[src/rtl/rf_pkg.sv]
// rtl/rf_pkg.sv - shared register-file defaults for decode, issue and writeback
//
// Purpose: default width/depth/stack-pointer constants for the integer
//          register file, plus a small address helper.
// Ports:   none (package).
package rf_pkg;

   localparam int          XLEN_D     = 32;
   localparam int          NREGS_D    = 32;
   localparam int          AW_D       = $clog2(NREGS_D);
   localparam int          NRD_D      = 2;
   localparam int          SP_IDX_D   = 2;
   localparam logic [31:0] SP_RESET_D = 32'h0000_8000;

   // Register 0 is hardwired: it is never written and never reserved.
   function automatic logic is_nz(input logic [AW_D-1:0] a);
      return a != '0;
   endfunction

endpackage

[src/rtl/regfile_sb_if.sv]
// rtl/regfile_sb_if.sv - read/issue/writeback bundle of the scoreboarded register file
//
// Purpose: groups the read ports, issue reservation and writeback strobe.
// Ports:   master = decode/issue/writeback side, slave = register file.
//          rd_addr/rd_data/rd_ready : NRD packed read ports
//          iss_valid/iss_addr/iss_stall : destination reservation
//          wb_valid/wb_addr/wb_data : result return
//          busy_cnt, wb_err : status
import rf_pkg::*;

interface regfile_sb_if #(
   parameter int XLEN  = XLEN_D,
   parameter int NREGS = NREGS_D,
   parameter int NRD   = NRD_D
);
   localparam int AW = $clog2(NREGS);

   logic [NRD*AW-1:0]   rd_addr;
   logic [NRD*XLEN-1:0] rd_data;
   logic [NRD-1:0]      rd_ready;
   logic                iss_valid;
   logic [AW-1:0]       iss_addr;
   logic                iss_stall;
   logic                wb_valid;
   logic [AW-1:0]       wb_addr;
   logic [XLEN-1:0]     wb_data;
   logic [AW:0]         busy_cnt;
   logic                wb_err;

   modport master (
      output rd_addr, iss_valid, iss_addr, wb_valid, wb_addr, wb_data,
      input  rd_data, rd_ready, iss_stall, busy_cnt, wb_err
   );

   modport slave (
      input  rd_addr, iss_valid, iss_addr, wb_valid, wb_addr, wb_data,
      output rd_data, rd_ready, iss_stall, busy_cnt, wb_err
   );
endinterface

[src/rtl/regfile_sb_scoreboard.sv]
// rtl/regfile_sb_scoreboard.sv - per-register busy tracking with issue stall
//
// Purpose: holds the busy vector, refuses reservations of busy registers,
//          counts busy registers and flags writebacks to idle registers.
// Ports:   clk, reset_n (async active-low)
//          iss_valid/iss_addr in, iss_stall out (combinational)
//          wb_valid/wb_addr in
//          busy out (NREGS, bit 0 always 0), busy_cnt out, wb_err out (sticky)
import rf_pkg::*;

module regfile_sb_scoreboard #(
   parameter int NREGS = NREGS_D,
   parameter int AW    = $clog2(NREGS)
) (
   input  logic             clk,
   input  logic             reset_n,
   input  logic             iss_valid,
   input  logic [AW-1:0]    iss_addr,
   input  logic             wb_valid,
   input  logic [AW-1:0]    wb_addr,
   output logic             iss_stall,
   output logic [NREGS-1:0] busy,
   output logic [AW:0]      busy_cnt,
   output logic             wb_err
);
   logic             iss_hit, wb_hit, iss_acc, wb_clr;
   logic [NREGS-1:0] busy_nxt;

   assign iss_hit = iss_valid && (iss_addr != '0);
   assign wb_hit  = wb_valid && (wb_addr != '0);

   // A writeback releasing the same register this cycle lets the issue through.
   assign iss_stall = iss_hit && busy[iss_addr] && !(wb_valid && (wb_addr == iss_addr));
   assign iss_acc   = iss_hit && !iss_stall;
   assign wb_clr    = wb_hit && busy[wb_addr];

   // Issue is applied after writeback so a same-register collision stays busy.
   always_comb begin
      busy_nxt = busy;
      if (wb_hit)  busy_nxt[wb_addr]  = 1'b0;
      if (iss_acc) busy_nxt[iss_addr] = 1'b1;
   end

   // An accepted issue always ends with a newly set bit (either it was idle,
   // or the colliding writeback just cleared it), so it always counts +1.
   always_ff @(posedge clk or negedge reset_n) begin
      if (!reset_n) begin
         busy     <= '0;
         busy_cnt <= '0;
         wb_err   <= 1'b0;
      end else begin
         busy     <= busy_nxt;
         busy_cnt <= busy_cnt + (AW+1)'(iss_acc) - (AW+1)'(wb_clr);
         if (wb_hit && !busy[wb_addr])
            wb_err <= 1'b1;
      end
   end
endmodule

[src/rtl/regfile_sb.sv]
// rtl/regfile_sb.sv - multi-read-port integer register file with busy scoreboard
//
// Purpose: data array and read muxes; busy tracking lives in
//          regfile_sb_scoreboard.
// Ports:   clk, reset_n (async active-low), bus (regfile_sb_if.slave).
// Config:  RF_BYPASS_EN - when defined, a same-cycle writeback to a read
//          address is forwarded to that read port and marks it ready.
import rf_pkg::*;

module regfile_sb #(
   parameter int              XLEN     = XLEN_D,
   parameter int              NREGS    = NREGS_D,
   parameter int              NRD      = NRD_D,
   parameter int              SP_IDX   = SP_IDX_D,
   parameter logic [XLEN-1:0] SP_RESET = XLEN'(SP_RESET_D)
) (
   input  logic        clk,
   input  logic        reset_n,
   regfile_sb_if.slave bus
);
   localparam int AW = $clog2(NREGS);

   logic [XLEN-1:0]  regs [NREGS];
   logic [NREGS-1:0] busy;
   logic             wb_hit;

   assign wb_hit = bus.wb_valid && (bus.wb_addr != '0);

   regfile_sb_scoreboard #(.NREGS(NREGS), .AW(AW)) u_sb (
      .clk       (clk),
      .reset_n   (reset_n),
      .iss_valid (bus.iss_valid),
      .iss_addr  (bus.iss_addr),
      .wb_valid  (bus.wb_valid),
      .wb_addr   (bus.wb_addr),
      .iss_stall (bus.iss_stall),
      .busy      (busy),
      .busy_cnt  (bus.busy_cnt),
      .wb_err    (bus.wb_err)
   );

   // regs[0] is only ever loaded by reset with 0, so it always reads 0.
   always_ff @(posedge clk or negedge reset_n) begin
      if (!reset_n) begin
         for (int r = 0; r < NREGS; r++)
            regs[r] <= (r == SP_IDX) ? SP_RESET : '0;
      end else if (wb_hit) begin
         regs[bus.wb_addr] <= bus.wb_data;
      end
   end

   for (genvar i = 0; i < NRD; i++) begin : g_rd
      logic [AW-1:0] a;
      logic          byp;
      assign a = bus.rd_addr[i*AW +: AW];
`ifdef RF_BYPASS_EN
      assign byp = wb_hit && (bus.wb_addr == a);
`else
      assign byp = 1'b0;
`endif
      assign bus.rd_data[i*XLEN +: XLEN] = byp ? bus.wb_data : regs[a];
      assign bus.rd_ready[i] = (a == '0) || !busy[a] || byp;
   end
endmodule
[src/flat_wrapper.sv]
// flat-port wrapper written by rule: the top's interface ports become plain ports
module regfile_sb_flat 
#(
   parameter int              XLEN     = XLEN_D,
   parameter int              NREGS    = NREGS_D,
   parameter int              NRD      = NRD_D,
   parameter int              SP_IDX   = SP_IDX_D,
   parameter logic [XLEN-1:0] SP_RESET = XLEN'(SP_RESET_D)
)
  (clk, reset_n, bus_rd_addr, bus_iss_valid, bus_iss_addr, bus_wb_valid, bus_wb_addr, bus_wb_data, bus_rd_data, bus_rd_ready, bus_iss_stall, bus_busy_cnt, bus_wb_err);
  regfile_sb_if #(.XLEN(XLEN), .NREGS(NREGS), .NRD(NRD)) bus_i ();
  input  logic clk;
  input  logic reset_n;
  input wire logic [$bits(bus_i.rd_addr)-1:0] bus_rd_addr;
  input wire logic [$bits(bus_i.iss_valid)-1:0] bus_iss_valid;
  input wire logic [$bits(bus_i.iss_addr)-1:0] bus_iss_addr;
  input wire logic [$bits(bus_i.wb_valid)-1:0] bus_wb_valid;
  input wire logic [$bits(bus_i.wb_addr)-1:0] bus_wb_addr;
  input wire logic [$bits(bus_i.wb_data)-1:0] bus_wb_data;
  output wire logic [$bits(bus_i.rd_data)-1:0] bus_rd_data;
  output wire logic [$bits(bus_i.rd_ready)-1:0] bus_rd_ready;
  output wire logic [$bits(bus_i.iss_stall)-1:0] bus_iss_stall;
  output wire logic [$bits(bus_i.busy_cnt)-1:0] bus_busy_cnt;
  output wire logic [$bits(bus_i.wb_err)-1:0] bus_wb_err;
  assign bus_i.rd_addr = bus_rd_addr;
  assign bus_i.iss_valid = bus_iss_valid;
  assign bus_i.iss_addr = bus_iss_addr;
  assign bus_i.wb_valid = bus_wb_valid;
  assign bus_i.wb_addr = bus_wb_addr;
  assign bus_i.wb_data = bus_wb_data;
  assign bus_rd_data = bus_i.rd_data;
  assign bus_rd_ready = bus_i.rd_ready;
  assign bus_iss_stall = bus_i.iss_stall;
  assign bus_busy_cnt = bus_i.busy_cnt;
  assign bus_wb_err = bus_i.wb_err;
  regfile_sb #(.XLEN(XLEN), .NREGS(NREGS), .NRD(NRD), .SP_IDX(SP_IDX), .SP_RESET(SP_RESET)) u_core (.clk(clk), .reset_n(reset_n), .bus(bus_i));
endmodule
[config.mk]
export PLATFORM = sky130hd
export DESIGN_NAME = regfile_sb_flat
export DESIGN_NICKNAME = d
export VERILOG_FILES = /design/src/rtl/rf_pkg.sv /design/src/rtl/regfile_sb_if.sv /design/src/rtl/regfile_sb_scoreboard.sv /design/src/rtl/regfile_sb.sv /design/src/flat_wrapper.sv
export SDC_FILE = /design/constraint.sdc
export NUM_CORES = 2
export LEC_CHECK = 0
export CORE_MARGIN = 2
export CORE_UTILIZATION = 68
export CTS_CLUSTER_DIAMETER = 50
export DETAILED_ROUTE_END_ITERATION = 10
export PLACE_DENSITY_LB_ADDON = 0.15
export SYNTH_ARGS = -nofsm -noshare
export SYNTH_HDL_FRONTEND = slang
export SYNTH_SLANG_ARGS = --single-unit
[constraint.sdc]
create_clock -name clk -period 5.8 [get_ports clk]
set_input_delay 0.58 -clock clk [delete_from_list [all_inputs] [get_ports clk]]
set_output_delay 0.58 -clock clk [all_outputs]
set_load 0.01 [all_outputs]
## After elaboration in Yosys (flattened, before gate mapping)

Index checks and enable logic that the tools add are counted.

| word-level totals | value |
|---|---|
| register bits after elaboration | 1063 |
| bits in latches | 0 |
| bits in writable memories | 0 |
| bits in read-only memories | 0 |
| input port bits | 56 |
| output and inout port bits | 74 |
| word-level logic and storage cells | 99 |
| memories kept | 0 |

| cells by class | value |
|---|---|
| $add $sub $neg | 2 |
| multipliers | 0 |
| divide/modulo/power cells | 0 |
| order comparisons | 10 |
| equality and inequality tests | 1 |
| shifts and indexed selects | 0 |
| muxes and demuxes | 23 |
| bitwise operators | 6 |
| reduce and logical (&&, ||, !) cells | 22 |

Operators with widths:

| cell | count |
|---|---|
| $bwmux W1024 | 1 |
| $bmux W32 S5 | 2 |
| $mux W32 | 7 |
| $demux W32 S5 | 1 |
| $and A32 B32 Y32 | 1 |
| $not A32 Y32 | 1 |
| $or A32 B32 Y32 | 1 |
| $lt A5 B6 Y1 const B | 4 |
| $bmux W1 S5 | 4 |
| $ge A6 B6 Y1 const B | 3 |
| $not A5 Y6 | 3 |
| $logic_and A1 B1 Y1 | 11 |
| $demux W1 S5 | 2 |
| $ge A5 B1 Y1 const B | 2 |
| $logic_not A5 Y1 | 2 |
| $reduce_bool A5 Y1 | 2 |
| $add A6 B1 Y6 | 1 |
| $lt A6 B1 Y1 const B | 1 |
| $mux W1 | 6 |
| $sub A6 B1 Y6 | 1 |
| $eq A5 B5 Y1 | 1 |
| $logic_not A1 Y1 | 5 |
| $logic_or A1 B1 Y1 | 2 |

## Logic depth before layout (Yosys ltp)

| depth | value |
|---|---|
| depth in word-level cells | 9 |
| depth in mapped cells | 15 |
| gate-level depth less buffers | 13 |

## Cells and area by module

From an unflattened synthesis, not the netlist that was laid out.

| unflattened totals | value |
|---|---|
| cells, all modules | 3549 |
| area total of the unflattened synthesis | 56437.9 um2 |

By module, submodules not included:

| module | times used | cells each | area an instance (um2) | seq. area each (um2) |
|---|---|---|---|---|
| regfile_sb | 1 | 3289 | 53891.7 | 25625.8 |
| regfile_sb_scoreboard | 1 | 260 | 2546.2 | 975.9 |

## Worst setup path after synthesis

No wires, ideal clock.

| timing | value |
|---|---|
| path kind | input-to-reg |
| from | input port bus_iss_addr[0] |
| to | register u_core.u_sb.busy_cnt[4] |
| library setup time | 0.080 ns |
| data arrival time | 3.635 ns |
| data required time | 5.720 ns |
| slack | 2.085 ns |
| stages on the path | 14 |
| buffers on the path | 1 |
| path through | clkbuf_1 > mux4_2 > a32o_1 > a211oi_4 > a31oi_4 > or2_1 > ha_1 > inv_1 > ha_1 > fa_1 > a21oi_1 > nor2_1 > nor2_1 > xnor2_1 |

| on the way | value |
|---|---|
| longest elaborated chain between the ends | 8 |
| elaborated cells on any way between the ends | 13 |
| classes of those cells | add/sub: 2; eq/ne: 1; mux: 2; reduce/logical: 8 |

RTL lines:

| element | line | text |
|---|---|---|
| start, declared | flat_wrapper.sv:16 | `input wire logic [$bits(bus_i.iss_addr)-1:0] bus_iss_addr;` |
| $bmux W1 S5 (tied with other cells) | regfile_sb_scoreboard.sv:33 | `assign iss_stall = iss_hit && busy[iss_addr] && !(wb_valid && (wb_addr == iss_addr));` |
| $mux W1 (not written as such) (tied with other cells) | regfile_sb_scoreboard.sv:33 |  |
| $logic_and A1 B1 Y1 or $logic_not A1 Y1 (tied branches) | regfile_sb_scoreboard.sv:33 |  |
| $logic_and A1 B1 Y1 | regfile_sb_scoreboard.sv:33 |  |
| $logic_not A1 Y1 | regfile_sb_scoreboard.sv:34 | `assign iss_acc = iss_hit && !iss_stall;` |
| $logic_and A1 B1 Y1 * | regfile_sb_scoreboard.sv:34 |  |
| $add A6 B1 Y6 * | regfile_sb_scoreboard.sv:53 | `busy_cnt <= busy_cnt + (AW+1)'(iss_acc) - (AW+1)'(wb_clr);` |
| $sub A6 B1 Y6 * | regfile_sb_scoreboard.sv:53 |  |
| end signal, assigned | regfile_sb_scoreboard.sv:53 |  |
| end, declared | regfile_sb_scoreboard.sv:23 | `output logic [AW:0] busy_cnt,` |

Every way passes the cells marked *; elsewhere a longest branch is shown, timed or not. The select of a mux whose other input is x is not followed.
A chain may end at the register's enable or synchronous reset.

## Worst setup path in the final report

| timing | value |
|---|---|
| from | input port bus_rd_addr[8] |
| to | output port bus_rd_data[37] |

| on the way | value |
|---|---|
| longest elaborated chain between the ends | 4 |

RTL lines:

| element | line | text |
|---|---|---|
| start, declared | flat_wrapper.sv:14 | `input wire logic [$bits(bus_i.rd_addr)-1:0] bus_rd_addr;` |
| $not A5 Y6 (not written as such) | regfile_sb.sv:61 | `assign bus.rd_data[i*XLEN +: XLEN] = byp ? bus.wb_data : regs[a];` |
| $bmux W32 S5 | regfile_sb.sv:61 |  |
| $mux W32 (not written as such) (2 in a row) | regfile_sb.sv:61 |  |
| end, declared | flat_wrapper.sv:20 | `output wire logic [$bits(bus_i.rd_data)-1:0] bus_rd_data;` |

No other way between the ends. The select of a mux whose other input is x is not followed.

==> metrics.csv <==
stage,metric,value,unit
routing,drtPass1Iterations,5,
final_layout,fillers,4703,
setup_path,reg2reg_depth,13,
final_layout,syn2layout_area_growth,11.0,%
timing,skew,32.3,ps
timing,tightest_slew,1260,ps
placement,place_ws,924,ps
synth,synth_cell_types,54,
routing,num_vias,36500,
synth,synth.most_common_cell,dfrtp_1,
timing,fin_crit,4520,ps
floorplan,start_util,0.686,
clock_network,ctsResizeCount,0,
clock_network,cts_made_buffers,119,
grt,gr-total-overflow,0,
floorplan,die_x,292,um
timing,report.final.slew_viol_count,0,
synth,syn_area_per_cell,15.2,um^2
placement,portBuffers,129,
placement,hpwl,96500,um
clock_network,cts.sinks,1063,
synth,synth_edf_count,0,
power_and_ir_drop,p_clk_frac,0.347,
routing,dr.first_iter.drc_count,3913,
clock_network,path_clk_slew,60,ps
synth,async_flop_share,1.00,
setup_path,path_class,in2out,
timing,relSlewSlack,0.158,
synth,ys_top_cells_by_count,"dfrtp_1, mux2_2, mux4_2",
setup_path,timing.rr.end,u_core.u_sb.busy_cnt[4],
placement,dpl_cell_area,58400,um^2
power_and_ir_drop,ir_drop,305,uV
power_and_ir_drop,pwr-share-seq,0.445,
grt,antenna_found_initial,5,
final_layout,seqCellArea,26600,um^2
synth,yosys.area.top_type_share,0.472,
final_layout,nNetsFinal,3691,
clock_network,ctsHoldBuffers,1,
clock_network,tritoncts,built,
timing,fmax,221,MHz
routing,drtAntennaViolNets,0,
floorplan,dieArea,85200,um^2
flow_run,drv_cap,0,
synth,ys_ff_latch,1063,
routing,wire_per_inst,34.5,um
final_layout,finish.instance_area,62600,um^2
timing,rsz0062_at_grt,no,
final_layout,instances_no_fill,4801,
grt,grt_use_total,0.399,
setup_path,worst_setup_path_end_kind,output pin,
synth,yosysTopAreaCell,dfrtp_1,
power_and_ir_drop,p_sw,6.20,mW
floorplan,rows,105,
synth,yosys_warnings,0,
power_and_ir_drop,powerDensity,360,nW/um^2
setup_path,reg2reg_setup_slack,2070,ps
setup_path,crit_fanout,14,
timing,fin_ws,1280,ps
timing,setup_viol,0,
grt,grt_max_degree,188,
clock_network,insertion_delay,720,ps
clock_network,h-tree-depth,3,
synth,synth.net_count,3766,
power_and_ir_drop,swShare,0.275,
setup_path,endpoint,bus_rd_data[37],
synth,synthesis.area,56300,um^2
synth,yosys-top-cells-area,"dfrtp_1, mux4_2, mux2_2",
power_and_ir_drop,p_int,16.4,mW
clock_network,post_cts_buffers,0,
setup_path,crit_required,5220,ps
clock_network,cts_root_buf,clkbuf_16,
final_layout,multi_input_area,28100,um^2
power_and_ir_drop,leakagePower,27.3,nW
clock_network,cts.path.max_buffers,3,
placement,place_congestion,0.900,
hold_path,min_path_type,reg2reg,
routing,wl,166000,um
setup_path,start_kind,input pin,
power_and_ir_drop,p_comb_frac,0.208,
setup_path,arrival,3940,ps
synth,seq_area_frac_synth,0.472,
power_and_ir_drop,power,22.6,mW
placement,placed_cells,4576,
timing,holdWs,398,ps
hold_path,hold_depth,0,
routing,viasPerCell,7.60,
grt,grt_pass1_wl,251000,um
routing,drc,0,
timing,finalSetupTns,0,ps
setup_path,crit_path_start,bus_rd_addr[8],
floorplan,core_area,82100,um^2
setup_path,r2r-start,u_core.u_sb.busy[4],
final_layout,drive_gt1_frac,0.503,
floorplan,die_y,292,um
timing,timing.final.crit_share,0.780,
status,status,finished clean,
synth,synth_flop_cell,dfrtp_1,
grt,first_global_vias,39300,
final_layout,fin_util,0.762,
timing,hold_viol,0,
floorplan,io_pins,130,
synth,synthCells,3703,
[cell type report]
class                   count  area share
diodes                      6    0.000240
flip-flops and latches   1063       0.425
multi-input cells        2204       0.449
well taps                1070      0.0214
clock buffers             168      0.0551
repair buffers            224      0.0380
clock inverters            50      0.0104
inverters                  16    0.000960
[cells in the final DEF (no fill, tap or decap), types with 5 or more instances in the layout]
cell type | synthesis | layout
dfrtp_1 | 1062 | 1062
mux2_2 | 997 | 997
mux4_2 | 533 | 533
mux2i_1 | 148 | 148
o22ai_1 | 135 | 135
clkdlybuf4s50_1 | 0 | 122
clkbuf_16 | 0 | 121
a21oi_1 | 70 | 70
buf_4 | 1 | 68
a211o_1 | 64 | 64
nand2_1 | 66 | 49
nor2_1 | 49 | 35
o21ai_0 | 33 | 33
buf_12 | 0 | 28
clkbuf_8 | 0 | 24
clkbuf_1 | 231 | 23
clkinv_2 | 0 | 18
nand2_2 | 0 | 17
inv_1 | 16 | 16
nor2_4 | 0 | 14
nand3_1 | 15 | 12
bufinv_16 | 0 | 12
nand3b_1 | 10 | 10
clkinvlp_4 | 0 | 9
o21ai_1 | 7 | 7
diode_2 | 0 | 6
nor2b_1 | 8 | 6
nand2b_1 | 7 | 6
ha_1 | 6 | 6
nor3b_1 | 5 | 5
xor2_1 | 5 | 5
xnor2_1 | 5 | 5
nor3_1 | 5 | 5
buf_8 | 0 | 5
[kinds of logic (layout without fill, tap and decap cells)]
family                   Yosys count  count (layout)  share of synthesized area
multiplexers                    1678            1678                      0.439
flip-flops                      1063            1063                      0.472
buffers and inverters            436             458                     0.0327
AO/OA/AOI/OAI                    330             330                     0.0384
AND/OR/NAND/NOR                  179             179                     0.0149
XOR/XNOR                          10              10                    0.00155
adder cells (fa/ha/maj)            7               7                    0.00169
other                              0               6                          0
[power groups by stage]
stage               Sequential [mW]  Combinational (mW)  Clock (mW)
floorplan                      9.63                3.51           0
global placement               9.84                4.46           0
detailed placement             10.1                4.64           0
CTS                            9.96                4.69        7.87
global route                   10.2                4.98        8.20
finish                         10.0                4.69        7.83
[sequential cells by signal, indices dropped and copies added, names as in the netlist]
register	count
u_core.u_sb.wb_err	1
u_core.u_sb.busy_cnt	6
u_core.regs	1024
u_core.u_sb.busy	32
[critical path, cell delays in order]
cell and delay (ps):
clkdlybuf4s50_1 720, nand3b_1 970, buf_4 420, o22ai_1 140, a211o_1 290, a21oi_1 210
clkdlybuf4s50_1 580
[worst min-delay path by stage]
stage / startpoint / slack (ps) / end
2_1_floorplan: reset_n / 280 / u_core.regs[0]
3_3_place_gp: u_core.regs[1012] / 380 / u_core.regs[1012]
3_5_place_dp: u_core.regs[1010] / 380 / u_core.regs[1010]
4_1_cts: u_core.regs[1005] / 400 / u_core.regs[1005]
5_1_grt: u_core.regs[1013] / 410 / u_core.regs[1013]
6_report: u_core.regs[1014] / 400 / u_core.regs[1014]
[per-layer routing]
| metal | part of all wire | wire, um | up-vias | GRT usage |
|---|---|---|---|---|
| met3 | 0.089 | 14700 | 558 | 0.0891 |
| met1 | 0.37 | 60500 | 19600 | 0.519 |
| li1 | - | - | 14300 | - |
| met2 | 0.49 | 81100 | 2051 | 0.640 |
| met4 | 0.057 | 9390 | 2 | 0.205 |
| met5 | 0.000060 | 10 | - | 0 |
No activity file was read; power rests on OpenSTA's default activity.
